--- src/rtl/sub_bytes_engine.sv ---
// Multi-cycle forward AES SubBytes engine. LANES composite-field S-box lanes
// walk the latched 128-bit state group by group; an optional register after
// the GF(2^4) inversion splits each lane in two.
module sub_bytes_engine #(
    parameter int unsigned LANES = 4,
    parameter int unsigned PIPE  = 0
) (
    input  logic         clk,
    input  logic         rst_n,
    input  logic         in_valid,
    output logic         in_ready,
    input  logic [127:0] in_data,
    output logic         out_valid,
    input  logic         out_ready,
    output logic [127:0] out_data,
    output logic         busy
);

    localparam int unsigned N  = 16 / LANES;
    localparam int unsigned CW = (N > 1) ? $clog2(N) : 1;
    localparam logic [CW-1:0] LAST = CW'(N - 1);
    localparam logic [7:0] AFF_C = 8'h63;

    // GF(2^4) multiply modulo x^4 + x + 1.
    function automatic logic [3:0] gf4_mul(input logic [3:0] a, input logic [3:0] b);
        logic [3:0] p;
        logic [3:0] x;
        p = 4'h0;
        x = a;
        for (int i = 0; i < 4; i++) begin
            if (b[i]) p = p ^ x;
            x = {x[2:0], 1'b0} ^ (x[3] ? 4'h3 : 4'h0);
        end
        return p;
    endfunction

    // x^14 = x^-1 for x != 0, and maps 0 to 0.
    function automatic logic [3:0] gf4_inv(input logic [3:0] x);
        logic [3:0] x2;
        logic [3:0] x4;
        logic [3:0] x8;
        x2 = gf4_mul(x, x);
        x4 = gf4_mul(x2, x2);
        x8 = gf4_mul(x4, x4);
        return gf4_mul(gf4_mul(x8, x4), x2);
    endfunction

    // Smallest lambda making y^2 + y + lambda irreducible over GF(2^4).
    function automatic logic [3:0] find_lambda();
        logic [3:0] lam;
        logic       found;
        logic       ok;
        lam   = 4'h0;
        found = 1'b0;
        for (int c = 1; c < 16; c++) begin
            ok = 1'b1;
            for (int t = 0; t < 16; t++) begin
                if ((gf4_mul(4'(t), 4'(t)) ^ 4'(t)) == 4'(c)) ok = 1'b0;
            end
            if (ok && !found) begin
                lam   = 4'(c);
                found = 1'b1;
            end
        end
        return lam;
    endfunction

    // Multiply in GF((2^4)^2), element {h, l} = h*Y + l with Y^2 = Y + lambda.
    function automatic logic [7:0] comp_mul(input logic [7:0] a, input logic [7:0] b,
                                            input logic [3:0] lam);
        logic [3:0] hh;
        logic [3:0] h;
        logic [3:0] l;
        hh = gf4_mul(a[7:4], b[7:4]);
        h  = hh ^ gf4_mul(a[7:4], b[3:0]) ^ gf4_mul(a[3:0], b[7:4]);
        l  = gf4_mul(hh, lam) ^ gf4_mul(a[3:0], b[3:0]);
        return {h, l};
    endfunction

    // Isomorphism columns: AES basis x^i maps to z^i, z a composite root of 0x11b.
    function automatic logic [63:0] find_iso(input logic [3:0] lam);
        logic [7:0]  zz, z2, z3, z4, z8, root, acc;
        logic [63:0] cols;
        logic        found;
        root  = 8'h02;
        found = 1'b0;
        for (int z = 2; z < 256; z++) begin
            zz = 8'(z);
            z2 = comp_mul(zz, zz, lam);
            z3 = comp_mul(z2, zz, lam);
            z4 = comp_mul(z2, z2, lam);
            z8 = comp_mul(z4, z4, lam);
            if (!found && ((z8 ^ z4 ^ z3 ^ zz ^ 8'h01) == 8'h00)) begin
                root  = zz;
                found = 1'b1;
            end
        end
        acc  = 8'h01;
        cols = 64'h0;
        for (int i = 0; i < 8; i++) begin
            cols = cols | (64'(acc) << (8 * i));
            acc  = comp_mul(acc, root, lam);
        end
        return cols;
    endfunction

    // Apply a GF(2)-linear map given as eight 8-bit columns.
    function automatic logic [7:0] lin_map(input logic [7:0] x, input logic [63:0] cols);
        logic [7:0] r;
        r = 8'h00;
        for (int i = 0; i < 8; i++) begin
            if (x[i]) r = r ^ 8'(cols >> (8 * i));
        end
        return r;
    endfunction

    // Inverse map columns: preimage of each composite unit vector.
    function automatic logic [63:0] find_iso_inv(input logic [63:0] cols);
        logic [63:0] inv;
        inv = 64'h0;
        for (int k = 0; k < 8; k++) begin
            for (int a = 0; a < 256; a++) begin
                if (lin_map(8'(a), cols) == (8'h01 << k)) inv = inv | (64'(a) << (8 * k));
            end
        end
        return inv;
    endfunction

    localparam logic [3:0]  LAMBDA  = find_lambda();
    localparam logic [63:0] ISO     = find_iso(LAMBDA);
    localparam logic [63:0] ISO_INV = find_iso_inv(ISO);

    typedef enum logic [1:0] {StIdle, StRun, StDrain, StDone} state_e;

    state_e        state_q, state_d;
    logic [CW-1:0] cnt_q, cnt_d;
    logic [127:0]  src_q, src_d;
    logic [127:0]  res_q, res_d;
    logic          out_valid_q;

    logic [LANES-1:0][11:0] stg_a;   // {delta^-1, h, l} per lane
    logic [LANES-1:0][11:0] stg_b;
    logic [LANES-1:0][7:0]  lane_out;
    logic [CW-1:0]          wbase;
    logic                   wen;

    // Front half of each lane: map into the composite field and invert the norm.
    always_comb begin
        logic [7:0] b;
        logic [7:0] x;
        logic [3:0] d;
        int         sb;
        stg_a = '0;
        sb    = int'(cnt_q) * int'(LANES);
        for (int j = 0; j < int'(LANES); j++) begin
            b        = src_q[(sb + j) * 8 +: 8];
            x        = lin_map(b, ISO);
            d        = gf4_mul(gf4_mul(x[7:4], x[7:4]), LAMBDA) ^ gf4_mul(x[7:4] ^ x[3:0], x[3:0]);
            stg_a[j] = {gf4_inv(d), x[7:4], x[3:0]};
        end
    end

    if (PIPE != 0) begin : g_pipe
        logic [LANES-1:0][11:0] stg_q;
        logic [CW-1:0]          wcnt_q;
        logic                   wr_vld_q;

        // Lane stage register; the write slot trails the issue slot by one cycle.
        always_ff @(posedge clk or negedge rst_n) begin
            if (!rst_n) begin
                stg_q    <= '0;
                wcnt_q   <= '0;
                wr_vld_q <= 1'b0;
            end else begin
                stg_q    <= stg_a;
                wcnt_q   <= cnt_q;
                wr_vld_q <= (state_q == StRun);
            end
        end

        assign stg_b = stg_q;
        assign wbase = wcnt_q;
        assign wen   = wr_vld_q;
    end else begin : g_comb
        assign stg_b = stg_a;
        assign wbase = cnt_q;
        assign wen   = (state_q == StRun);
    end

    // Back half of each lane: multiply back, map out, forward affine.
    always_comb begin
        logic [3:0] h;
        logic [3:0] l;
        logic [7:0] y;
        lane_out = '0;
        for (int j = 0; j < int'(LANES); j++) begin
            h = gf4_mul(stg_b[j][7:4], stg_b[j][11:8]);
            l = gf4_mul(stg_b[j][7:4] ^ stg_b[j][3:0], stg_b[j][11:8]);
            y = lin_map({h, l}, ISO_INV);
            for (int k = 0; k < 8; k++) begin
                lane_out[j][k] = y[k] ^ y[(k + 4) % 8] ^ y[(k + 5) % 8] ^ y[(k + 6) % 8]
                               ^ y[(k + 7) % 8] ^ AFF_C[k];
            end
        end
    end

    // Sequencer next state: accept, issue N groups, optional drain, hold result.
    always_comb begin
        state_d = state_q;
        cnt_d   = cnt_q;
        src_d   = src_q;
        case (state_q)
            StIdle: begin
                if (in_valid) begin
                    src_d   = in_data;
                    cnt_d   = '0;
                    state_d = StRun;
                end
            end
            StRun: begin
                if (cnt_q == LAST) state_d = (PIPE != 0) ? StDrain : StDone;
                else               cnt_d   = cnt_q + CW'(1);
            end
            StDrain: state_d = StDone;
            StDone:  if (out_ready) state_d = StIdle;
            default: state_d = StIdle;
        endcase
    end

    // Result slot update for the group currently leaving the lanes.
    always_comb begin
        int wb;
        res_d = res_q;
        wb    = int'(wbase) * int'(LANES);
        if (wen) begin
            for (int j = 0; j < int'(LANES); j++) res_d[(wb + j) * 8 +: 8] = lane_out[j];
        end
    end

    // State, counter, source/result and registered out_valid.
    always_ff @(posedge clk or negedge rst_n) begin
        if (!rst_n) begin
            state_q     <= StIdle;
            cnt_q       <= '0;
            src_q       <= '0;
            res_q       <= '0;
            out_valid_q <= 1'b0;
        end else begin
            state_q     <= state_d;
            cnt_q       <= cnt_d;
            src_q       <= src_d;
            res_q       <= res_d;
            out_valid_q <= (state_d == StDone);
        end
    end

    assign in_ready  = (state_q == StIdle);
    assign busy      = (state_q == StRun) || (state_q == StDrain);
    assign out_valid = out_valid_q;
    assign out_data  = res_q;

endmodule

--- config.mk ---
export PLATFORM = sky130hd
export DESIGN_NAME = sub_bytes_engine
export DESIGN_NICKNAME = d
export VERILOG_FILES = /design/src/rtl/sub_bytes_engine.sv
export SDC_FILE = /design/constraint.sdc
export NUM_CORES = 1
export LEC_CHECK = 0
export CELL_PAD_IN_SITES_DETAIL_PLACEMENT = 1
export CELL_PAD_IN_SITES_GLOBAL_PLACEMENT = 2
export CORE_ASPECT_RATIO = 1.1
export CORE_MARGIN = 2
export CORE_UTILIZATION = 36
export DETAILED_ROUTE_END_ITERATION = 6
export PLACE_DENSITY_LB_ADDON = 0.1
export SYNTH_ARGS = -nofsm -noshare
export SYNTH_HDL_FRONTEND = slang
export SYNTH_SLANG_ARGS = --single-unit
--- constraint.sdc ---
create_clock -name clk -period 12.9 [get_ports clk]
set_input_delay 1.29 -clock clk [delete_from_list [all_inputs] [get_ports clk]]
set_output_delay 1.29 -clock clk [all_outputs]
set_load 0.05 [all_outputs]
## After elaboration in Yosys (flattened, before gate mapping)

Cells that the tools add are included.

| storage, ports and cells | value |
|---|---|
| bits of input ports | 132 |
| word-level logic and storage cells | 748 |
| bits in registers | 261 |

| cells by class | value |
|---|---|
| shift-type cells | 12 |
| bitwise logic cells | 396 |
| mux-type cells | 315 |
| reduce and logical (&&, ||, !) cells | 5 |
| eq/ne operators | 7 |
| add/sub/neg operators | 8 |

Operators with widths:

| kind | number |
|---|---|
| $mux 4 | 144 |
| $bwmux 128 | 4 |
| $shift 8x33->128 const A | 4 |
| $shiftx 8x33->128 | 4 |
| $xor 4x4->4 | 116 |
| $shiftx 128x32->8 | 3 |
| $xor 4x2->4 | 96 |
| $mux 2 | 105 |
| $mux 8 | 24 |
| $shiftx 128x8->8 | 1 |
| $mux 7 | 16 |
| $xor 1x1->1 | 112 |
| $neg 8->33 | 3 |
| $mux 6 | 12 |
| $not 3->3 | 20 |
| $neg 7->33 | 1 |
| $not 4->4 | 8 |
| $not 6->6 | 4 |
| $not 1->1 | 20 |
| $not 4->5 | 4 |
| $not 5->5 | 4 |
| $not 4->4 const A | 4 |
| $add 4x2->5 const B | 2 |
| $eq 2x2->1 const B | 4 |
| 14 further kinds | 28 |

## Logic depth before layout (Yosys ltp)

| logic depth | value |
|---|---|
| depth after elaboration | 100 |
| depth in mapped cells | 40 |
| depth with buffers taken out | 32 |

## Worst setup path before layout

Ideal clock, no wire load.

| path | value |
|---|---|
| kind | register -> register |
| start point | register cnt_q[0] |
| end point | register res_q[1] (netlist: out_data[1]) |
| setup slack | 3113 ps |
| cell stages (with the launch flop) | 36 |
| required time | 12770 ps |
| data arrival time | 9657 ps |
| path buffers | 6 |
| clock period less this slack | 9787 ps |
| cells stage by stage | dfrtp_1 -> buf_6 -> buf_12 -> buf_8 -> mux4_2 -> xnor2_2 -> buf_4 -> xor2_2 -> ha_1 -> xnor3_1 -> nand2b_1 -> xnor2_1 -> xor2_1 -> inv_2 -> clkbuf_1 -> ha_1 -> clkbuf_1 -> xnor3_1 -> and3_1 -> xnor2_1 -> xnor2_1 -> ha_1 -> xnor3_1 -> a221o_1 -> o31a_1 -> a211oi_4 -> xnor2_1 -> a221oi_1 -> xor2_1 -> nand2_1 -> xor3_1 -> xnor3_1 -> xnor3_1 -> xor2_2 -> xor2_1 -> o21ai_1 |

| on the way | value |
|---|---|
| cells in the longest elaborated chain, start to end | 86 |

Ends and longest elaborated chain:

| element | RTL line | text |
|---|---|---|
| start, declared | 136 | `logic [CW-1:0] cnt_q, cnt_d;` |
| start signal, assigned | 250 | `cnt_q <= cnt_d;` |
| $add 4x1->5 / $shiftx 128x8->8 (equally long branches) | 156, 236 |  |
| $shiftx 128x32->8 / $mux 6 (equally long branches) | 156, 112 |  |
| $mux 6 / $mux 7 (equally long branches) | 112 | `if (x[i]) r = r ^ 8'(cols >> (8 * i));` |
| $mux 7 | 112 |  |
| $mux 7 / $not 4->4 (equally long branches) | n/a |  |
| $not 4->4 (no source line) / $mux 6 (equally long branches) | n/a |  |
| $mux 6 / $mux 8 (equally long branches) | 112 |  |
| $mux 8 / $not 3->3 (equally long branches) | n/a |  |
| [68 not listed] | n/a |  |
| $mux 8 / $xor 1x1->1 (equally long branches) | 112, 201 |  |
| $xor 1x1->1 (2 in series) | 201 | `lane_out[j][k] = y[k] ^ y[(k + 4) % 8] ^ y[(k + 5) % 8] ^ y[(k + 6) % 8]` |
| $xor 1x1->1, on equally long branches | 201, 202 |  |
| $xor 1x1->1 / $not 1->1 (equally long branches) | n/a |  |
| $not 1->1 (no source line) / $shiftx 8x33->128 (equally long branches) | n/a |  |
| $shiftx 8x33->128 / $bwmux 128 (equally long branches) | 236 | `for (int j = 0; j < int'(LANES); j++) res_d[(wb + j) * 8 +: 8] = lane_out[j];` |
| $bwmux 128 (2 in series) | 236 |  |
| $bwmux 128 * | 236 |  |
| end signal, assigned | 252 | `res_q <= res_d;` |
| end, declared | 138 | `logic [127:0] res_q, res_d;` |

Every way passes the cells marked *; elsewhere a longest branch is shown, timed or not.
A chain may end at the register's enable or synchronous reset.

## Worst setup path in the final report

| path | value |
|---|---|
| start point | register cnt_q[0] |
| end point | register res_q[65] (netlist: out_data[65]) |

The elaborated chain is that of the path after synthesis.

==> metrics.cfg <==
[cts]
post_cts_resized=0
hold_buffers=0
clkSlewWorstSetupHoldPaths_ps=60
clock_tree.root_cell=sky130_fd_sc_hd__clkbuf_16
worst_skew_pair.late_latency_ps=580
numCtsBuffers=30
max-clock-path-buffers=3
postCtsSetupBuffers=0
cts_num_sinks=261
tritoncts_clock_tree=built
cts_htree_levels=1

[synth]
synth.yosys.seq_area_share=0.318
netlist_instances=2160
yosys_warnings=0
most_used_dff_post_synth=sky130_fd_sc_hd__dfrtp_1
ys_top_cells_by_area=sky130_fd_sc_hd__dfrtp_1, sky130_fd_sc_hd__mux2_2, sky130_fd_sc_hd__xnor2_1
synth_enable_flop_cells=0
synth_cell_type_count=114
ys_ff_latch=261
post_synth_instance_area_um2=20600
yosysTopAreaCellShare=0.318
asyncSetResetFlopFracSynth=1.00
yosys.area.top_type=sky130_fd_sc_hd__dfrtp_1
synthesis.nets=2322
postSynthAreaPerCell_um2=9.52

[placement]
post-dp-hpwl_um=51900
placed_cells=3061
place.port_buffers=262
place.gp.congestion=0.851

[floorplanning]
fp.dieW_um=232
die-area_um2=59100
start_util=0.366
std_cell_rows=91
core_area_um2=56200
dieHeight_um=255
boundary_pin_count=263

[global_route]
grt.met1_usage=0.305
fraction_of_met3_tracks_used_by_global_routing=0.0367
use_met2=0.403
globalRoute.totalOverflow=0
grt_busiest_layer=met2
grt_pass1_wl_um=109000
antenna_found_initial=14
grt_max_degree=121
vias_in_the_first_global_route=18400
grt_use_total=0.233

[critical_path]
reg2reg_depth=30
critPathCaptureType=flop
ff2ff_setup_slack_ps=1250
timing.critical_path.slowest_cell_delay_ps=780
setup.worst_path.class=flop to flop
crit_path_max_fanout=23
timing.critical_path.arrival_ps=12100
worst_path_required_ps=13350
cp-start-kind=flop
worst_path_most_repeated_cell=sky130_fd_sc_hd__xnor3_1
critPathSlowestCell=sky130_fd_sc_hd__xor2_1
critical_path.reg2reg.endpoint=out_data[65]
regToRegStartpoint=cnt_q[0]

[min_path]
min_path_type=flop to flop
min_delay_worst_endpoint=out_data[15]
hp-start=out_data[15]
timing.hold.worst_path_depth=2

[flow_run]
maxCapViolations=0

[timing]
layout_worst_path_cycle_share=0.903
setup_viol=0
grt_setup_unrepaired=false
post-route-min-period_ps=11650
setup_tns_ps=0
holdWs_ps=483
worst_rel_slew_slack=0.227
final_count_of_hold_timing_violations=0
worst-slew-pin-transition_ps=1150
timing.fmax_mhz=85.8
clock_skew_ps=18.6
timing.final.max_slew_violations=0

[layout]
layout.cells.non_filler=3122
n_fill_cell=6371
flow.area_growth_from_synthesis_pct=20.7
drive_above_1_share=0.140
nets=2511

[drt]
routed_via_density=5.64
routedWlPerCell_um=22.2
first_pass_iters=5
overall_via_count_from_detail_route=17600
drt_iter0_drc=999
route.final.wire_length_um=69400
drt_drc_violations_left=0
number_of_nets_with_antenna_violations_after_detailed_routing=0

[run_status]
outcome=complete, no violations

==> cell type report <==
class | instances | area, um2 | area share
antenna | 8 | 20.0 | 0.000806
clock buffer | 44 | 913 | 0.0368
clock inverter | 9 | 141 | 0.00570
inverter | 39 | 146 | 0.00590
multi-input combinational | 1718 | 13200 | 0.533
sequential | 261 | 6540 | 0.263
tap | 744 | 931 | 0.0375
timing repair buffer | 299 | 2910 | 0.117
==> sequential cells by signal, summed over array words and instances, names as in the netlist <==
signal,cells
cnt_q,2
out_data,128
out_valid,1
src_q,128
state_q,2
==> cell families (layout without fill, tap and decap cells) <==
group           count (synthesis)  after routing  share of synthesized area
flops                         261            261                      0.318
mux                           193            193                      0.122
xor+xnor                      301            301                      0.175
simple gates                  676            676                      0.157
buf+inv                       181            391                     0.0395
compound gates                518            518                      0.171
fa+ha+maj                      30             30                     0.0182
other cells                     0              8                          0
==> metrics by stage <==
step | worst slack, ps | util | instance area, um2
2_1_floorplan | 3110 | - | 20600
3_3_place_gp | 1480 | 0.422 | 23800
3_5_place_dp | 1200 | 0.422 | 23800
4_1_cts | 1200 | 0.441 | 24800
5_1_grt | 430 | 0.441 | 24800
6_report | 1250 | 0.441 | 24800
==> critical path, delay by kind of cell, from the launching register on <==
family                     cells  cell delay [ps]
and+or+nand+nor                3              490
AOI/OAI and AO/OA              5             1580
buffers and inverters          2              400
xor gates and xnor gates      16             6110
DFF                            1              770
muxes                          1              730
adders and majority gates      3             1390
==> routing by layer <==
metal | part of all wire | vias to the layer above | wire (um)
li1 | - | 8247 | -
met1 | 0.44 | 8897 | 30500
met2 | 0.49 | 349 | 34300
met3 | 0.044 | 95 | 3040
met4 | 0.022 | 10 | 1510
met5 | 0.0010 | - | 71
==> placed cells by master, fill, tap and decap left out, types with 12 or more instances in the layout <==
cell type,netlist,routed
sky130_fd_sc_hd__clkdlybuf4s50_1,0,261
sky130_fd_sc_hd__dfrtp_1,261,259
sky130_fd_sc_hd__nand2_1,238,237
sky130_fd_sc_hd__xnor2_1,151,151
sky130_fd_sc_hd__nor2_1,149,149
sky130_fd_sc_hd__mux2_2,136,136
sky130_fd_sc_hd__o21ai_0,131,131
sky130_fd_sc_hd__a21oi_1,72,72
sky130_fd_sc_hd__xor2_1,71,71
sky130_fd_sc_hd__nor3_1,62,62
sky130_fd_sc_hd__nand3_1,60,60
sky130_fd_sc_hd__o21ai_1,51,51
sky130_fd_sc_hd__xnor3_1,40,40
sky130_fd_sc_hd__buf_4,10,37
sky130_fd_sc_hd__mux4_2,32,32
sky130_fd_sc_hd__inv_1,30,30
sky130_fd_sc_hd__ha_1,30,30
sky130_fd_sc_hd__clkbuf_16,0,30
sky130_fd_sc_hd__a211oi_1,26,26
sky130_fd_sc_hd__a22o_1,25,25
sky130_fd_sc_hd__mux2i_1,24,24
sky130_fd_sc_hd__or3_1,22,22
sky130_fd_sc_hd__a31oi_1,20,20
sky130_fd_sc_hd__nand2b_1,19,19
sky130_fd_sc_hd__o211ai_1,18,18
sky130_fd_sc_hd__nand4_1,17,17
sky130_fd_sc_hd__xnor2_2,16,16
sky130_fd_sc_hd__nor4_1,16,16
sky130_fd_sc_hd__and3_1,15,15
sky130_fd_sc_hd__nor2b_1,15,15
sky130_fd_sc_hd__a21o_1,13,13
sky130_fd_sc_hd__o22ai_1,13,13
sky130_fd_sc_hd__o31ai_1,12,12
==> worst max-delay path by stage <==
stage                        end      from  cells after the start
global placement    out_data[57]  cnt_q[0]                     31
finish              out_data[65]  cnt_q[0]                     30
detailed placement  out_data[65]  cnt_q[0]                     30
floorplan            out_data[1]  cnt_q[0]                     35
CTS                  out_data[1]  cnt_q[0]                     30
global route        out_data[65]  cnt_q[0]                     30
==> cells in the mapped netlist (36+ instances only) <==
library cell	instances
sky130_fd_sc_hd__nor3_1	62
sky130_fd_sc_hd__o21ai_1	51
sky130_fd_sc_hd__nand3_1	60
sky130_fd_sc_hd__mux2_2	136
sky130_fd_sc_hd__clkbuf_1	76
sky130_fd_sc_hd__a21oi_1	72
sky130_fd_sc_hd__buf_2	36
sky130_fd_sc_hd__xor2_1	71
sky130_fd_sc_hd__xnor3_1	40
sky130_fd_sc_hd__nand2_1	238
sky130_fd_sc_hd__o21ai_0	131
sky130_fd_sc_hd__nor2_1	149
sky130_fd_sc_hd__dfrtp_1	261
sky130_fd_sc_hd__xnor2_1	151
Power is not shown: default switching activity piles up to over one toggle a cycle in this logic, so the estimate is an artifact.
